===== src/rtl/dcmac_pkt_cnt_pkg.sv =====
// Shared constants and helper functions for the DCMAC AXIS per-channel
// byte/packet statistics counters.
package dcmac_pkt_cnt_pkg;

   localparam int NUM_SEG = 12;
   localparam int CNT_W   = 32;
   localparam int SIZE_W  = 8;
   localparam int PCNT_W  = 4;
   localparam logic [SIZE_W-1:0] MAX_SIZE = 8'd192;

   function automatic logic [PCNT_W-1:0] popcount12(input logic [NUM_SEG-1:0] v);
      logic [PCNT_W-1:0] c;
      c = {PCNT_W{1'b0}};
      for (int i = 0; i < NUM_SEG; i++) begin
         c = c + {{(PCNT_W-1){1'b0}}, v[i]};
      end
      return c;
   endfunction

   function automatic int id_width(input int num_id);
      return (num_id <= 1) ? 1 : $clog2(num_id);
   endfunction

endpackage


===== src/rtl/dcmac_pkt_cnt_lane.sv =====
// One channel's pair of 32-bit byte/packet counters with synchronous clear;
// the wrap flags are combinational and registered by the parent.
module dcmac_pkt_cnt_lane
   import dcmac_pkt_cnt_pkg::*;
(
   input  logic              clk,
   input  logic              rst,
   input  logic              clear_i,
   input  logic              en_i,
   input  logic [SIZE_W-1:0] byte_add_i,
   input  logic [PCNT_W-1:0] pkt_add_i,
   output logic [CNT_W-1:0]  byte_cnt_o,
   output logic [CNT_W-1:0]  pkt_cnt_o,
   output logic              byte_wrap_o,
   output logic              pkt_wrap_o
);

   logic [CNT_W-1:0] byte_cnt_q, byte_cnt_d;
   logic [CNT_W-1:0] pkt_cnt_q, pkt_cnt_d;
   logic [CNT_W:0]   byte_sum_s, pkt_sum_s;

   assign byte_sum_s = {1'b0, byte_cnt_q} + {{(CNT_W+1-SIZE_W){1'b0}}, byte_add_i};
   assign pkt_sum_s  = {1'b0, pkt_cnt_q} + {{(CNT_W+1-PCNT_W){1'b0}}, pkt_add_i};

   // Clear beats an increment in the same cycle and suppresses its wrap
   always_comb begin
      byte_cnt_d  = byte_cnt_q;
      pkt_cnt_d   = pkt_cnt_q;
      byte_wrap_o = 1'b0;
      pkt_wrap_o  = 1'b0;
      if (clear_i) begin
         byte_cnt_d = {CNT_W{1'b0}};
         pkt_cnt_d  = {CNT_W{1'b0}};
      end else if (en_i) begin
         byte_cnt_d  = byte_sum_s[CNT_W-1:0];
         pkt_cnt_d   = pkt_sum_s[CNT_W-1:0];
         byte_wrap_o = byte_sum_s[CNT_W];
         pkt_wrap_o  = pkt_sum_s[CNT_W];
      end else begin
         byte_cnt_d = byte_cnt_q;
         pkt_cnt_d  = pkt_cnt_q;
      end
   end

   always_ff @(posedge clk) begin
      if (rst) begin
         byte_cnt_q <= {CNT_W{1'b0}};
         pkt_cnt_q  <= {CNT_W{1'b0}};
      end else begin
         byte_cnt_q <= byte_cnt_d;
         pkt_cnt_q  <= pkt_cnt_d;
      end
   end

   assign byte_cnt_o = byte_cnt_q;
   assign pkt_cnt_o  = pkt_cnt_q;

endmodule


===== src/rtl/dcmac_axis_pkt_stat_cnt.sv =====
// Per-channel 32-bit byte/packet statistics with chainable carry outputs.
// Optional simulation checks on input ranges: define DCMAC_PKT_CNT_ASSERT_EN.
module dcmac_axis_pkt_stat_cnt
   import dcmac_pkt_cnt_pkg::*;
#(
   parameter  int NUM_ID         = 6,
   parameter  int REGISTER_INPUT = 0,
   localparam int ID_W           = id_width(NUM_ID)
) (
   input  logic                         clk,
   input  logic                         rst,
   input  logic [NUM_ID-1:0]            i_clear_counters,
   input  logic [ID_W-1:0]              i_id_m1,
   input  logic [NUM_SEG-1:0]           i_sop,
   input  logic [NUM_SEG-1:0]           i_eop,
   input  logic [SIZE_W-1:0]            i_size,
   output logic [ID_W-1:0]              o_carry_id_m1,
   output logic                         o_byte_cnt_carry,
   output logic                         o_pkt_cnt_carry,
   output logic [NUM_ID-1:0][CNT_W-1:0] o_byte_cnt,
   output logic [NUM_ID-1:0][CNT_W-1:0] o_pkt_cnt
);

   logic [ID_W-1:0]    id_in_s;
   logic [NUM_SEG-1:0] sop_in_s;
   logic [NUM_SEG-1:0] eop_in_s;
   logic [SIZE_W-1:0]  size_in_s;
   logic [ID_W-1:0]    id_q;
   logic [PCNT_W-1:0]  pkt_add_s;
   logic [NUM_ID-1:0]  byte_wrap_s;
   logic [NUM_ID-1:0]  pkt_wrap_s;
   logic               byte_carry_q, byte_carry_d;
   logic               pkt_carry_q, pkt_carry_d;
   logic               unused_sop_s;

   generate
      if (REGISTER_INPUT != 0) begin : g_in_reg
         logic [ID_W-1:0]    in_id_q;
         logic [NUM_SEG-1:0] in_sop_q;
         logic [NUM_SEG-1:0] in_eop_q;
         logic [SIZE_W-1:0]  in_size_q;

         always_ff @(posedge clk) begin
            if (rst) begin
               in_id_q   <= {ID_W{1'b0}};
               in_sop_q  <= {NUM_SEG{1'b0}};
               in_eop_q  <= {NUM_SEG{1'b0}};
               in_size_q <= {SIZE_W{1'b0}};
            end else begin
               in_id_q   <= i_id_m1;
               in_sop_q  <= i_sop;
               in_eop_q  <= i_eop;
               in_size_q <= i_size;
            end
         end

         assign id_in_s   = in_id_q;
         assign sop_in_s  = in_sop_q;
         assign eop_in_s  = in_eop_q;
         assign size_in_s = in_size_q;
      end else begin : g_in_direct
         assign id_in_s   = i_id_m1;
         assign sop_in_s  = i_sop;
         assign eop_in_s  = i_eop;
         assign size_in_s = i_size;
      end
   endgenerate

   // Start-of-packet flags are carried for interface symmetry only
   assign unused_sop_s = ^sop_in_s;
   assign pkt_add_s    = popcount12(eop_in_s);
   assign byte_carry_d = |byte_wrap_s;
   assign pkt_carry_d  = |pkt_wrap_s;

   always_ff @(posedge clk) begin
      if (rst) begin
         id_q         <= {ID_W{1'b0}};
         byte_carry_q <= 1'b0;
         pkt_carry_q  <= 1'b0;
      end else begin
         id_q         <= id_in_s;
         byte_carry_q <= byte_carry_d;
         pkt_carry_q  <= pkt_carry_d;
      end
   end

   // An id_q outside 0..NUM_ID-1 selects no lane, so nothing counts or carries
   for (genvar k = 0; k < NUM_ID; k++) begin : g_lane
      localparam logic [ID_W-1:0] LANE_ID = ID_W'(k);

      dcmac_pkt_cnt_lane u_lane (
         .clk         (clk),
         .rst         (rst),
         .clear_i     (i_clear_counters[k]),
         .en_i        (id_q == LANE_ID),
         .byte_add_i  (size_in_s),
         .pkt_add_i   (pkt_add_s),
         .byte_cnt_o  (o_byte_cnt[k]),
         .pkt_cnt_o   (o_pkt_cnt[k]),
         .byte_wrap_o (byte_wrap_s[k]),
         .pkt_wrap_o  (pkt_wrap_s[k])
      );
   end

   assign o_carry_id_m1    = id_q;
   assign o_byte_cnt_carry = byte_carry_q;
   assign o_pkt_cnt_carry  = pkt_carry_q;

`ifdef DCMAC_PKT_CNT_ASSERT_EN
   always_ff @(posedge clk) begin
      if (!rst) begin
         assert (size_in_s <= MAX_SIZE)
            else $error("dcmac_axis_pkt_stat_cnt: size %0d above %0d", size_in_s, MAX_SIZE);
         assert (!((32'(id_q) >= NUM_ID) && ((size_in_s != {SIZE_W{1'b0}}) || (eop_in_s != {NUM_SEG{1'b0}}))))
            else $error("dcmac_axis_pkt_stat_cnt: nonzero increment for id %0d", id_q);
      end else begin
      end
   end
`endif

endmodule


===== config.mk =====
export PLATFORM = sky130hd
export DESIGN_NAME = dcmac_axis_pkt_stat_cnt
export DESIGN_NICKNAME = d
export VERILOG_FILES = /design/src/rtl/dcmac_pkt_cnt_pkg.sv /design/src/rtl/dcmac_pkt_cnt_lane.sv /design/src/rtl/dcmac_axis_pkt_stat_cnt.sv
export SDC_FILE = /design/constraint.sdc
export NUM_CORES = 1
export LEC_CHECK = 0
export CAP_MARGIN = 30
export CORE_MARGIN = 4
export CORE_UTILIZATION = 42
export CTS_CLUSTER_DIAMETER = 80
export CTS_CLUSTER_SIZE = 25
export DETAILED_ROUTE_END_ITERATION = 12
export PLACE_DENSITY = 0.72
export SLEW_MARGIN = 10
export SYNTH_ARGS = -nofsm -noshare
export SYNTH_HDL_FRONTEND = slang
export SYNTH_SLANG_ARGS = --single-unit

===== constraint.sdc =====
create_clock -name clk -period 17.8 [get_ports clk]
set_input_delay 3.56 -clock clk [delete_from_list [all_inputs] [get_ports clk]]
set_output_delay 3.56 -clock clk [all_outputs]
set_load 0.01 [all_outputs]

* Word-level counts from Yosys, hierarchy flattened
Index checks and enable logic that the tools add are counted. W data, S select, Z words.
Word-level totals: word-level logic and storage cells 76, bits of input ports 43, output and inout bits 389, register bits after elaboration 389
Cells by class: reduce and logical (&&, ||, !) cells 9, equality and inequality tests 5, $add $sub $neg 23, muxes and demuxes 24
Operators with widths (number):
- $add A32 B4 Y33 | 6
- $add A32 B8 Y33 | 6
- $add A4 B1 Y4 | 8
- $mux W1 | 24
- $reduce_or A2 Y1 | 6
- $reduce_or A6 Y1 | 2
- $eq A3 B2 Y1 const B | 2
- $eq A3 B3 Y1 const B | 2
- $add A3 B1 Y4 | 1
- $add A2 B1 Y3 | 1
- $eq A3 B1 Y1 const B | 1
- $logic_not A3 Y1 | 1
- $add A1 B1 Y2 | 1

* Depth between registers and ports, before layout
depth in word-level cells 15, gate-level depth with buffers 17, mapped depth without buffers 16

* By module
A second synthesis with hierarchy kept.
Second synthesis, totals: cell total of the unflattened synthesis 2350, area total of the unflattened synthesis 20712.4 um^2
Modules (own cells, without submodules):
- dcmac_pkt_cnt_lane (g_lane[0].u_lane ...) | instances 4, area each 3407.0 um^2, cells an instance 384
- dcmac_pkt_cnt_lane (g_lane[2].u_lane ...) | instances 2, area each 3304.4 um^2, cells an instance 381
- dcmac_axis_pkt_stat_cnt | instances 1, area each 475.5 um^2, cells an instance 52

* Worst setup path after synthesis
No wires, ideal clock.
path type input to register, start point in i_eop[0], end point reg g_lane[1].u_lane.pkt_cnt_q[30], setup slack 9.491 ns, stages on the path 16, setup time 0.128 ns, required time 17.672 ns, arrival time 8.182 ns, path through inv_1 > fa_1 > fa_1 > fa_1 > fa_1 > inv_1 > ha_1 > fa_1 > fa_1 > a21o_1 > a21oi_1 > or4_4 > clkbuf_1 > nor3b_1 > xnor2_1 > nor2_1
Between the ends: longest elaborated chain between the ends 12
Ends and longest elaborated chain:
- start, declared | line dcmac_axis_pkt_stat_cnt.sv:15 | input logic [NUM_SEG-1:0] i_eop,
- $add A1 B1 Y2 | line dcmac_pkt_cnt_pkg.sv:15 | c = c + {{(PCNT_W-1){1'b0}}, v[i]};
- $add A2 B1 Y3 | line dcmac_pkt_cnt_pkg.sv:15
- $add A3 B1 Y4 | line dcmac_pkt_cnt_pkg.sv:15
- $add A4 B1 Y4 (8 in a row) | line dcmac_pkt_cnt_pkg.sv:15
- $add A32 B4 Y33 | line dcmac_pkt_cnt_lane.sv:23 | assign pkt_sum_s = {1'b0, pkt_cnt_q} + {{(CNT_W+1-PCNT_W){1'b0}}, pkt_add_i};
- end signal, assigned | line dcmac_pkt_cnt_lane.sv:48 | pkt_cnt_q <= {CNT_W{1'b0}};
- end signal, assigned | line dcmac_pkt_cnt_lane.sv:51 | pkt_cnt_q <= pkt_cnt_d;
- end, declared | line dcmac_pkt_cnt_lane.sv:19 | logic [CNT_W-1:0] pkt_cnt_q, pkt_cnt_d;
No other way between the ends. A chain may end at the register's enable or synchronous reset.

* Final worst setup path
start point in i_eop[0], end point reg pkt_carry_q (netlist: o_pkt_cnt_carry)
Between the ends: longest elaborated chain between the ends 15, elaborated cells on any way between the ends 30
Ends and longest elaborated chain:
- $add A1 B1 Y2 (*) | line dcmac_pkt_cnt_pkg.sv:15
- $add A2 B1 Y3 (*) | line dcmac_pkt_cnt_pkg.sv:15
- $add A3 B1 Y4 (*) | line dcmac_pkt_cnt_pkg.sv:15
- $add A4 B1 Y4 (*) (8 in a row) | line dcmac_pkt_cnt_pkg.sv:15
- $add A32 B4 Y33 | line dcmac_pkt_cnt_lane.sv:23
- $mux W1 | line dcmac_pkt_cnt_lane.sv:34 | end else if (en_i) begin
- $mux W1 | line dcmac_pkt_cnt_lane.sv:31 | if (clear_i) begin
- $reduce_or A6 Y1 (*) | line dcmac_axis_pkt_stat_cnt.sv:73 | assign pkt_carry_d = |pkt_wrap_s;
- end signal, assigned | line dcmac_axis_pkt_stat_cnt.sv:83 | pkt_carry_q <= pkt_carry_d;
- end, declared | line dcmac_axis_pkt_stat_cnt.sv:33 | logic pkt_carry_q, pkt_carry_d;
Mark *: on every way between the ends. The rest lies on a longest branch, timed or not.

==> metrics.cfg <==
[status]
outcome=finished, final reports clean

[sta]
finalCriticalPeriod_ps=9080
hold_violations=0
fin_skew_ps=17.6
setup_violations=0
fmax_ghz=0.110
slew_headroom_pct=34.5
finalCritPeriodShare_pct=51.0
tns_ps=0
final_max_slew_viol_count=0
worst_pin_slew_ps=969
grt_setup_unrepaired=false

[job]
drv_cap=0

[grt]
grt_pass1_wl_microns=95700
grt_max_degree=65
grt_pass1_vias=17500
antenna_found_initial=2
grt_util_all_layers_pct=22.9
overflow=0

[floorplan]
rows=79
die_x_microns=225
core_sq_mm=0.0467
die_y_microns=225
start_util_pct=42.6
io_pins=432
die-area_sq_mm=0.0508

[synth]
syn_area_sq_mm=0.0199
yosysSeqAreaShare_pct=39.2
synthArstFlopShare_pct=0
ys.flop_type=dfxtp_1
yosysWarningCount=0
synthDistinctLibCells=72
synth_edf_count=0
yosysTopAreaCell=dfxtp_1
synth_area_leaders=dfxtp_1 (39%), xnor2_1 (6.1%), nor2_1 (5.8%)
yosysTopAreaCellShare_pct=39.2
mappedNetlistNets=2474
syn_avg_cell_area_sq_um=8.51
synthCells=2336
ys_top_cells_by_count=dfxtp_1 (389), nor2_1 (308), nand2_1 (201)
synth-seq-cells=389
post-synth-top-count-cell=dfxtp_1

[finish]
synthToLayoutAreaGrowth_pct=29.0
drive_above_1_share_pct=4.43
antennaDiodeCount=0
nNetsFinal=2856
stdcell_count=3341
n_fill_cell=4227

[placed_design]
dp_hpwl_microns=45100
port_buffers=419
routabilityCongestion=0.848
dp.cells=3295

[cts]
cts_root_buf=clkbuf_16
post_cts_buffers=0
cts_resized=0
clk_latency_ps=580
clk_pin_slew_worst_paths_ps=100
cts_tree=done
cts_buffers=26
cts.hold.buffers_added=0
clock-sinks=389
cts_max_level=1
clock_path_buffers=3

[setup_path]
critPathKind=in2reg
worstPathRequired_ps=18310
cp-end-kind=flip-flop
crit_arrival_ps=9590
cp_slowest_cell=xor2_2
crit_path_start_kind=primary input
cp.buffers_inverters=3
path_common_cell=fa_1
critPathMaxFanout=8
critical_path.top_delay_family=adder cells
path_cells=clkdlybuf4s50_1 > inv_1 > fa_1 > fa_1 > fa_1 > fa_1 > inv_1 > ha_1 > fa_1 > xor2_2 > ha_1 > a21o_1 > a21oi_1 > nor3_1 > nand4b_1 > o211a_1 > a31oi_1
slowest_delay_ps=710

[route]
dr_total_vias=18500
drc_errors=0
wl_per_cell_microns=18.5
vias_per_cell=5.54
routed_wl_microns=61800
drt_iter0_drc=1080
ant_nets=0
dr.pass1.iters=5

[power]
peakVddDrop_mv=0.0627
leakagePower_nw=8.72
finalPower_w=0.00184
power.density_mw_per_mm2=71.9

[hold_path]
hp-class=reg2reg

==> state kept, by name (all words and copies together), names as in the netlist <==
signal                    flops
g_lane.u_lane.byte_cnt_o    192
g_lane.u_lane.pkt_cnt_o     192
o_carry_id_m1                 3
o_pkt_cnt_carry               1
o_byte_cnt_carry              1
==> area by class of cell <==
class / instances / area [sq um] / share of cell area, %
Multi-Input combinational cell: 1803 / 11500 / 45.0
Sequential cell: 389 / 7790 / 30.4
Timing Repair Buffer: 448 / 4450 / 17.3
Tap cell: 607 / 759 / 2.96
Clock buffer: 27 / 676 / 2.64
Clock inverter: 17 / 245 / 0.957
Inverter: 50 / 188 / 0.732
==> kinds of logic (layout without fill, tap and decap cells) <==
group	after synthesis	count (layout)	share of synthesized area [%]
flops	389	389	39.2
buf+inv	144	542	2.81
simple gates	1057	1057	27.8
xor+xnor	268	268	11.8
compound gates	383	383	11.7
fa+ha+maj	95	95	6.70
==> per-layer routing <==
| layer | GRT usage (%) | vias to the layer above | routed length, microns |
|---|---|---|---|
| met5 | 0 | - | 21 |
| met3 | 5.78 | 95 | 4750 |
| met4 | 7.19 | 4 | 2030 |
| met1 | 30.5 | 8846 | 27200 |
| met2 | 36.8 | 538 | 27800 |
| li1 | - | 9013 | - |
==> layout by cell type (no fill, tap or decap), types with 76 or more instances in the layout <==
cell,instances
clkdlybuf4s50_1,419
nor2_1,308
a21oi_1,161
o21ai_0,81
nand3_1,100
nand2_1,201
xor2_1,129
dfxtp_1,389
ha_1,76
xnor2_1,138
==> worst reg2reg max path, cell delays in order (launching register included) <==
cell,delay [ps]
dfxtp_1,320
buf_4,300
or3b_1,690
nor3_4,470
nand3_1,130
nor4b_1,850
a221oi_1,260
a31oi_1,220
==> report_power, final <==
part | leakage [nW] | switching (W) | total, W | internal, W
clock network | 0.451 | 0.000364 | 0.000679 | 0.000315
logic | 5.13 | 0.000177 | 0.000284 | 0.000107
registers | 3.13 | 0.00000511 | 0.000880 | 0.000875
==> through the flow <==
step                      setup WS, ps  util, %  cell area, sq um  hold slack (ps)
after floorplan                   9490        -             19900              491
after global routing              8460     55.0             25600              506
after CTS                         8670     54.9             25600              483
after detailed placement          8050     52.9             24700              469
after global placement            7930     52.7             24600              458
final                             8720     55.0             25600              478
==> worst paths after layout <==
check | startpoint | endpoint | slack, ps | depth (start not counted)
setup / recovery | i_eop[0] | o_pkt_cnt_carry | 8720 | 17
hold / removal | g_lane[4].u_lane.byte_cnt_o[6] | g_lane[4].u_lane.byte_cnt_o[6] | 480 | 2
setup reg to reg | o_carry_id_m1[0] | o_byte_cnt_carry | 14490 | 7
hold reg to reg | g_lane[4].u_lane.byte_cnt_o[6] | g_lane[4].u_lane.byte_cnt_o[6] | 480 | 2
Power figures use the tool's default switching activity.
